**src/rtl/fetch_queue.sv**
```systemverilog
// fetch_queue: PC owner, zero-latency imem fetch into a DEPTH-entry FIFO with redirect flush.
// Define FETCH_QUEUE_PERF_EN to get saturating fetch/stall counters; otherwise they read 0.
module fetch_queue #(
    parameter int          DEPTH    = 4,
    parameter logic [31:0] RESET_PC = 32'h0
) (
    input  logic                     w_clk,
    input  logic                     w_rst_n,
    output logic [31:0]              w_imem_adr,
    input  logic [31:0]              w_imem_ir,
    input  logic                     w_redirect,
    input  logic [31:0]              w_redirect_pc,
    output logic                     w_out_valid,
    input  logic                     w_out_ready,
    output logic [31:0]              w_out_pc,
    output logic [31:0]              w_out_ir,
    output logic [$clog2(DEPTH):0]   w_count,
    output logic [31:0]              w_fetch_cnt,
    output logic [31:0]              w_stall_cnt
);
    localparam int AW = $clog2(DEPTH);
    localparam int CW = AW + 1;

    logic [31:0]   pc_q, pc_d;
    logic [CW-1:0] count_q, count_d;
    logic [AW-1:0] head_q, head_d, tail_q, tail_d;
    logic [31:0]   pc_mem_q [DEPTH];
    logic [31:0]   ir_mem_q [DEPTH];
    logic          nonempty, push, pop;

    assign nonempty    = count_q != '0;
    assign w_out_valid = nonempty & ~w_redirect;
    assign pop         = w_out_valid & w_out_ready;
    assign push        = ~w_redirect & ((count_q < CW'(DEPTH)) | pop);
    assign w_imem_adr  = pc_q;
    assign w_count     = count_q;
    assign w_out_pc    = nonempty ? pc_mem_q[head_q] : '0;
    assign w_out_ir    = nonempty ? ir_mem_q[head_q] : '0;

    always_comb begin
        pc_d    = w_redirect ? (w_redirect_pc & 32'hFFFF_FFFC) : push ? pc_q + 32'd4 : pc_q;
        count_d = w_redirect ? '0 : count_q + CW'(push) - CW'(pop);
        head_d  = w_redirect ? '0 : head_q + AW'(pop);
        tail_d  = w_redirect ? '0 : tail_q + AW'(push);
    end

    always_ff @(posedge w_clk or negedge w_rst_n) begin
        if (!w_rst_n) begin
            pc_q    <= RESET_PC & 32'hFFFF_FFFC;
            count_q <= '0;
            head_q  <= '0;
            tail_q  <= '0;
        end else begin
            pc_q    <= pc_d;
            count_q <= count_d;
            head_q  <= head_d;
            tail_q  <= tail_d;
        end
    end

    // Payload storage needs no reset: outputs are gated by occupancy.
    always_ff @(posedge w_clk) begin
        if (push) begin
            pc_mem_q[tail_q] <= pc_q;
            ir_mem_q[tail_q] <= w_imem_ir;
        end
    end

`ifdef FETCH_QUEUE_PERF_EN
    logic [31:0] fetch_q, fetch_d, stall_q, stall_d;
    logic        stall;

    assign stall = (count_q == CW'(DEPTH)) & ~pop & ~w_redirect;

    always_comb begin
        fetch_d = (push  & ~&fetch_q) ? fetch_q + 32'd1 : fetch_q;
        stall_d = (stall & ~&stall_q) ? stall_q + 32'd1 : stall_q;
    end

    always_ff @(posedge w_clk or negedge w_rst_n) begin
        if (!w_rst_n) begin
            fetch_q <= '0;
            stall_q <= '0;
        end else begin
            fetch_q <= fetch_d;
            stall_q <= stall_d;
        end
    end

    assign w_fetch_cnt = fetch_q;
    assign w_stall_cnt = stall_q;
`else
    assign w_fetch_cnt = '0;
    assign w_stall_cnt = '0;
`endif
endmodule

```
**config.mk**
```make
export PLATFORM = sky130hd
export DESIGN_NAME = fetch_queue
export DESIGN_NICKNAME = d
export VERILOG_FILES = /design/src/rtl/fetch_queue.sv
export SDC_FILE = /design/constraint.sdc
export NUM_CORES = 1
export LEC_CHECK = 0
export CAP_MARGIN = 20
export CORE_MARGIN = 2
export CORE_UTILIZATION = 50
export DETAILED_ROUTE_END_ITERATION = 6
export GPL_ROUTABILITY_DRIVEN = 0
export MAX_ROUTING_LAYER = met4
export PLACE_DENSITY = 0.82
export SYNTH_ARGS = -nofsm -noshare
export SYNTH_HDL_FRONTEND = slang
export SYNTH_SLANG_ARGS = --single-unit
```
**constraint.sdc**
```tcl
create_clock -name w_clk -period 7.4 [get_ports w_clk]
set_clock_uncertainty 0.2 [all_clocks]
set_input_delay 0.74 -clock w_clk [delete_from_list [all_inputs] [get_ports w_clk]]
set_output_delay 0.74 -clock w_clk [all_outputs]
set_load 0.005 [all_outputs]
```
==> results.sh, run 1 <==
export IMPL_drive_above_1_share_pct=15.8
export IMPL_drtPass1Iterations=5
export IMPL_insertion_delay_ps=530
export IMPL_die_w_um=159
export IMPL_cap_violations=0
export IMPL_hold_violations=0
export IMPL_multi_input_area_sq_um=3200
export IMPL_worstMarginPinSlew_ps=1010
export IMPL_dp_worst_setup_slack_ps=3560
export IMPL_initial_core_util_pct=50.9
export IMPL_pwr_density_cell_nw_per_um2=307
export IMPL_ff_latch_area_sq_um=8380
export IMPL_wl_per_cell_um=19.5
export IMPL_fin_crit_sh_pct=57.9
export IMPL_fillers=1659
export IMPL_grt_ovfl_total=0
export IMPL_p_leak_nw=4.98
export IMPL_antenna_found_initial=0
export IMPL_max_slew_margin_pct=32.8
export IMPL_ys_seq_elements=285
export IMPL_synth_area_leaders="edfxtp_1 (62%), mux4_2 (12%), dfrtp_1 (7.8%)"
export IMPL_coreArea_sq_um=23500
export IMPL_cts_sinks=285
export IMPL_clockPowerShare_pct=33.1
export IMPL_io_pins=232
export IMPL_clockBufferDepth=3
export IMPL_grt_pass1_vias=6337
export IMPL_htreeDepth=1
export IMPL_nets=929
export IMPL_ys_seq_area_share_pct=70.1
export IMPL_die_h_um=159
export IMPL_netlist_area_leader_share_pct=62.3
export IMPL_ff2ff_path_depth=6
export IMPL_grt_pass1_wl_mm=35.5
export IMPL_cts_hold_buf=0
export IMPL_layout_common_cells="edfxtp_1 (248), clkdlybuf4s50_1 (159), conb_1 (68)"
export IMPL_critPathCaptureType="primary output"
export IMPL_synth_edf_count=248
export IMPL_fin_setup_tns_ps=0
export IMPL_grt_max_degree=70
export IMPL_syn_avg_cell_area_sq_um=17.5
export IMPL_final_common_cell="edfxtp_1"
export IMPL_synth_area_sq_um=11900
export IMPL_setup_slack_ps=3120
export IMPL_ys_types=40
export IMPL_cts_root_buf="clkbuf_16"
export IMPL_grt_use_total_pct=19.2
export IMPL_port_buffers=161
export IMPL_synth_top_cell_by_area="edfxtp_1"
export IMPL_final_util_pct=62.4
export IMPL_postCtsSetupBuffers=0
export IMPL_ant_nets=0
export IMPL_max_freq_mhz=233
export IMPL_cts_resized=0
export IMPL_async_flop_share_pct=13.0
export IMPL_worstHoldPathType="primary input to async pin"
export IMPL_drv_slew=0
export IMPL_crit_fanout=40
export IMPL_n_antenna_cell=0
export IMPL_layoutNonFillerInstCount=1197
export IMPL_clk_pin_slew_worst_paths_ps=60
export IMPL_p_comb_share_pct=22.0
export IMPL_numCtsBuffers=29
export IMPL_vdd_ir_drop_max_mv=0.154
export IMPL_drc=0
export IMPL_synth_ff_type="edfxtp_1"
export IMPL_area_growth_pct=22.7
export IMPL_cp_arrival_ps=3340
export IMPL_viasPerCell=5.25
export IMPL_period_needed_ps=4280
export IMPL_swShare_pct=24.9
export IMPL_drt_iter0_markers=408
export IMPL_finalSetupViolCount=0
export IMPL_switching_power_w=0.00112
export IMPL_vias=6289
export IMPL_wl_mm=23.3
export IMPL_rsz0062_at_grt="false"
export IMPL_cts_tree="done"
export IMPL_power_frac_seq_pct=44.8
export IMPL_synth_cells=684
export IMPL_p_int_w=0.00337
export IMPL_place_inst=1143
export IMPL_num_rows=56
export IMPL_die_area_sq_um=25100
export IMPL_cp_required_ps=6460
export IMPL_yosys_warnings=0
export IMPL_worstSetupPathType="register to primary output"
export IMPL_outcome="finished, final reports clean"
export IMPL_dp_hpwl_mm=14.1
export IMPL_fin_hold_ws_ps=114
export IMPL_cp_start_kind="register"
## kinds of logic after synthesis
group | Yosys count | synth area share [%]
XOR/XNOR | 31 | 2.27
adder cells (fa/ha/maj) | 6 | 0.691
AO/OA/AOI/OAI | 35 | 1.82
AND/OR/NAND/NOR | 160 | 7.67
multiplexers | 65 | 12.0
flip-flops | 285 | 70.1
other | 1 | 0.0314
buffers and inverters | 101 | 5.46
## critical path, cell delays in order (launching register included)
cell,delay (ps)
dfrtp_4,780
buf_4,750
mux4_2,580
nor2b_1,150
clkdlybuf4s50_1,540
## state kept, by name, summed over array words and instances (netlist names)
| signal | count |
|---|---|
| tail_q | 2 |
| pc_mem_q | 120 |
| w_imem_adr | 30 |
| w_count | 3 |
| ir_mem_q | 128 |
| head_q | 2 |
## synth_stat cells, types with 3 or more instances
cell and instances:
edfxtp_1 248, buf_4 68, nor2b_1 66, mux4_2 62, nand2_1 38, dfrtp_1 37, xor2_1 21, clkbuf_1 19
o21ai_1 19, nand4_1 14, nand3_1 10, xnor2_1 10, buf_2 8, nor2_1 8, and3_1 7, o21ai_0 7
ha_1 5, inv_1 4, a21oi_1 3, and4_1 3, nor3_1 3
## metal layers
metal	track usage, %	share of wire (%)
met5	-	0
met4	3.73	1.2
met3	3.02	5.4
met2	31.3	50
met1	26.1	43
## power by group through the flow
stage	clock, W	combinational, W	sequential [W]
finish	0.00149	0.000990	0.00201
floorplan	0	0.000511	0.00201
global route	0.00159	0.00108	0.00203
CTS	0.00151	0.00101	0.00202
detailed placement	0	0.00101	0.00205
global placement	0	0.000997	0.00204
## stage by stage
| stage | total power, W | cell area [sq um] |
|---|---|---|
| finish | 0.00449 | 14700 |
| global route | 0.00470 | 14700 |
| CTS | 0.00454 | 14700 |
| detailed placement | 0.00306 | 13700 |
| global placement | 0.00304 | 13700 |
| floorplan | 0.00252 | 12200 |
## final cells by class
type                       instances  share of cell area (%)
clock buffer                      37                    5.43
inverter                           4                   0.102
tap                              319                    2.72
sequential                       285                    57.2
timing repair buffer             170                    11.4
multi-input combinational        365                    21.9
clock inverter                    17                    1.32
## worst paths after layout
| check | slack [ps] | endpoint | from |
|---|---|---|---|
| hold reg to reg | 420 | pc_mem_q[1][31]$_DFFE_PP_ | w_imem_adr[31]$_DFFE_PN0N_ |
| hold / removal | 110 | w_imem_adr[25]$_DFFE_PN0N_ | w_rst_n |
| setup / recovery | 3120 | w_out_pc[17] | head_q[0]$_DFF_PN0_ |
| max in group asynchronous | 6270 | head_q[0]$_DFF_PN0_ | w_rst_n |
| setup reg to reg | 4320 | pc_mem_q[2][24]$_DFFE_PP_ | w_count[2]$_DFF_PN0_ |
| min in group w_clk | 420 | pc_mem_q[1][31]$_DFFE_PP_ | w_imem_adr[31]$_DFFE_PN0N_ |
Note: power is estimated with default switching activity, not from simulation.
==> run 2: changes to the inputs <==
CORE_UTILIZATION = 47   (was 50)
PLACE_DENSITY = 0.81   (was 0.82)
clock period = 3.6 ns   (was 7.4 ns; I/O delays follow)
==> run 2 against run 1 <==
Against the previous run:
- critical path depth unchanged
- clock-buffer cell count rose by 4
- first-iteration DRC count grew 2.2%
- final cell count up 1.3%
- die area grew 6.2%
- register-to-register slack lost 3400 ps
- utilization down 3.6 points
- design area up 0.52%
==> results.sh, run 2 (same netlist as run 1, synthesis figures left out) <==
export IMPL_cap_violations=0
export IMPL_cts_sinks=285
export IMPL_grtUsageMet2_pct=28.6
export IMPL_worstSetupStartpoint="head_q[0]$_DFF_PN0_"
export IMPL_worstHoldPathType="primary input to register"
export IMPL_vdd_ir_drop_max_mv=0.385
export IMPL_pwr_density_cell_nw_per_um2=614
export IMPL_drive_above_1_share_pct=15.4
export IMPL_busiest_layer="met2"
export IMPL_place_inst=1159
export IMPL_cp_slowest_stage_delay_ps=560
export IMPL_finalSetupViolCount=0
export IMPL_cp_required_ps=3040
export IMPL_antenna_found_initial=0
export IMPL_nets=935
export IMPL_layoutNonFillerInstCount=1213
export IMPL_crit_chain="buf_4 -> mux4_2 -> nor2b_1 -> clkdlybuf4s50_1"
export IMPL_wl_mm=23.6
export IMPL_fin_hold_ws_ps=176
export IMPL_grt_pass1_vias=6391
export IMPL_io_pins=232
export IMPL_drtPass1Iterations=4
export IMPL_numCtsBuffers=28
export IMPL_n_antenna_cell=0
export IMPL_critPathCaptureType="primary output"
export IMPL_drc=0
export IMPL_fin_setup_tns_ps=0
export IMPL_max_slew_margin_pct=42.4
export IMPL_cp_start_kind="register"
export IMPL_worstReg2RegStart="w_count[2]$_DFF_PN0_"
export IMPL_largest_reg_flops=128
export IMPL_die_h_um=163
export IMPL_wl_per_cell_um=19.5
export IMPL_ant_nets=0
export IMPL_worstMarginPinSlew_ps=865
export IMPL_drt_iter0_markers=417
export IMPL_coreArea_sq_um=25000
export IMPL_clockBufferDepth=3
export IMPL_rsz0062_at_grt="false"
export IMPL_insertion_delay_ps=540
export IMPL_grt_ovfl_total=0
export IMPL_met3_usage_pct=3.00
export IMPL_grt_pass1_wl_mm=35.9
export IMPL_period_needed_ps=3130
export IMPL_p_leak_nw=4.99
export IMPL_fin_area_sq_um=14700
export IMPL_cts_resized=0
export IMPL_grt_use_total_pct=18.2
export IMPL_grt_use_met1_pct=25.2
export IMPL_hp_start="w_redirect_pc[18]"
export IMPL_final_common_cell="edfxtp_1"
export IMPL_layout_common_cells="edfxtp_1 (248), clkdlybuf4s50_1 (159), conb_1 (68)"
export IMPL_slowest_stage="mux4_2"
export IMPL_grt_max_degree=63
export IMPL_place_area_sq_um=13800
export IMPL_die_area_sq_um=26700
export IMPL_port_buffers=161
export IMPL_area_growth_pct=23.3
export IMPL_postCtsSetupBuffers=0
export IMPL_max_freq_mhz=320
export IMPL_die_w_um=163
export IMPL_fin_crit_sh_pct=86.9
export IMPL_initial_core_util_pct=47.7
export IMPL_dp_hpwl_mm=14.6
export IMPL_crit_fanout=17
export IMPL_htreeDepth=1
export IMPL_top_register="ir_mem_q"
export IMPL_drv_slew=0
export IMPL_fillers=1885
export IMPL_viasPerCell=5.14
export IMPL_worstSetupPathType="register to primary output"
export IMPL_num_rows=58
export IMPL_outcome="finished, final reports clean"
export IMPL_vias=6231
export IMPL_cp_arrival_ps=2570
export IMPL_hold_violations=0
export IMPL_clk_pin_slew_worst_paths_ps=60
export IMPL_cts_root_buf="clkbuf_16"
export IMPL_cts_tree="done"
==> run 2: cell count changes in the layout (fill, tap and decap cells not counted), sizes merged <==
cell / change
bufinv: -3
clkinv: -3
buf: +5
clkinvlp: -1
inv: +1
clkbuf: +4
dlygate4sd3: +2
==> run 2: power breakdown <==
group	switching, W	internal [W]	total [W]
logic	0.000919	0.00121	0.00212
clock network	0.00117	0.00163	0.00280
registers	0.000196	0.00392	0.00412
total	0.00228	0.00676	0.00904
==> run 2: critical path, delay by kind of cell (launching register included) <==
family                 cells  cell delay [ps]
AND/OR/NAND/NOR            1              140
flip-flops                 1              510
buffers and inverters      2              810
multiplexers               1              560
==> run 2: area by class of cell <==
type	count	area (sq um)	area share (%)
flip-flops and latches	285	8380	56.9
multi-input cells	365	3210	21.8
repair buffers	177	1810	12.3
clock buffers	41	811	5.50
well taps	330	413	2.80
clock inverters	11	87.6	0.595
inverters	4	15.0	0.102
==> run 2: timing repair <==
item,in CTS,in global routing
endpoints found under the hold margin,39,0
endpoints found under the setup margin,0,0
hold buffers,2,0
==> run 2: through the flow <==
stage / power (W) / utilization [%] / worst slack, ps
after floorplan: 0.00516 / - / -280
after global placement: 0.00630 / 55.2 / 818
after detailed placement: 0.00633 / 55.2 / 749
after CTS: 0.00916 / 58.8 / 413
after global routing: 0.00946 / 58.8 / 328
final: 0.00904 / 58.8 / 471
==> run 2: routing by layer <==
layer	vias to the layer above	wire, um	share of wire (%)
li1	2833	-	-
met1	3166	10300	44
met2	202	11600	49
met3	30	1360	5.7
met4	0	330	1.4
met5	-	0	0
==> run 2: path summary, 6_finish.rpt <==
check / endpoint / slack (ps) / cells past startpoint
worst max register to register: w_count[2]$_DFF_PN0_ / 910 / 10
worst min register to register: pc_mem_q[3][26]$_DFFE_PP_ / 430 / 0
max in group asynchronous: head_q[0]$_DFF_PN0_ / 2280 / 2
worst max-delay path: w_out_ir[5] / 470 / 4
min in group asynchronous: w_imem_adr[17]$_DFFE_PN0N_ / 290 / 2
worst min-delay path: w_imem_adr[18]$_DFFE_PN0N_ / 180 / 3
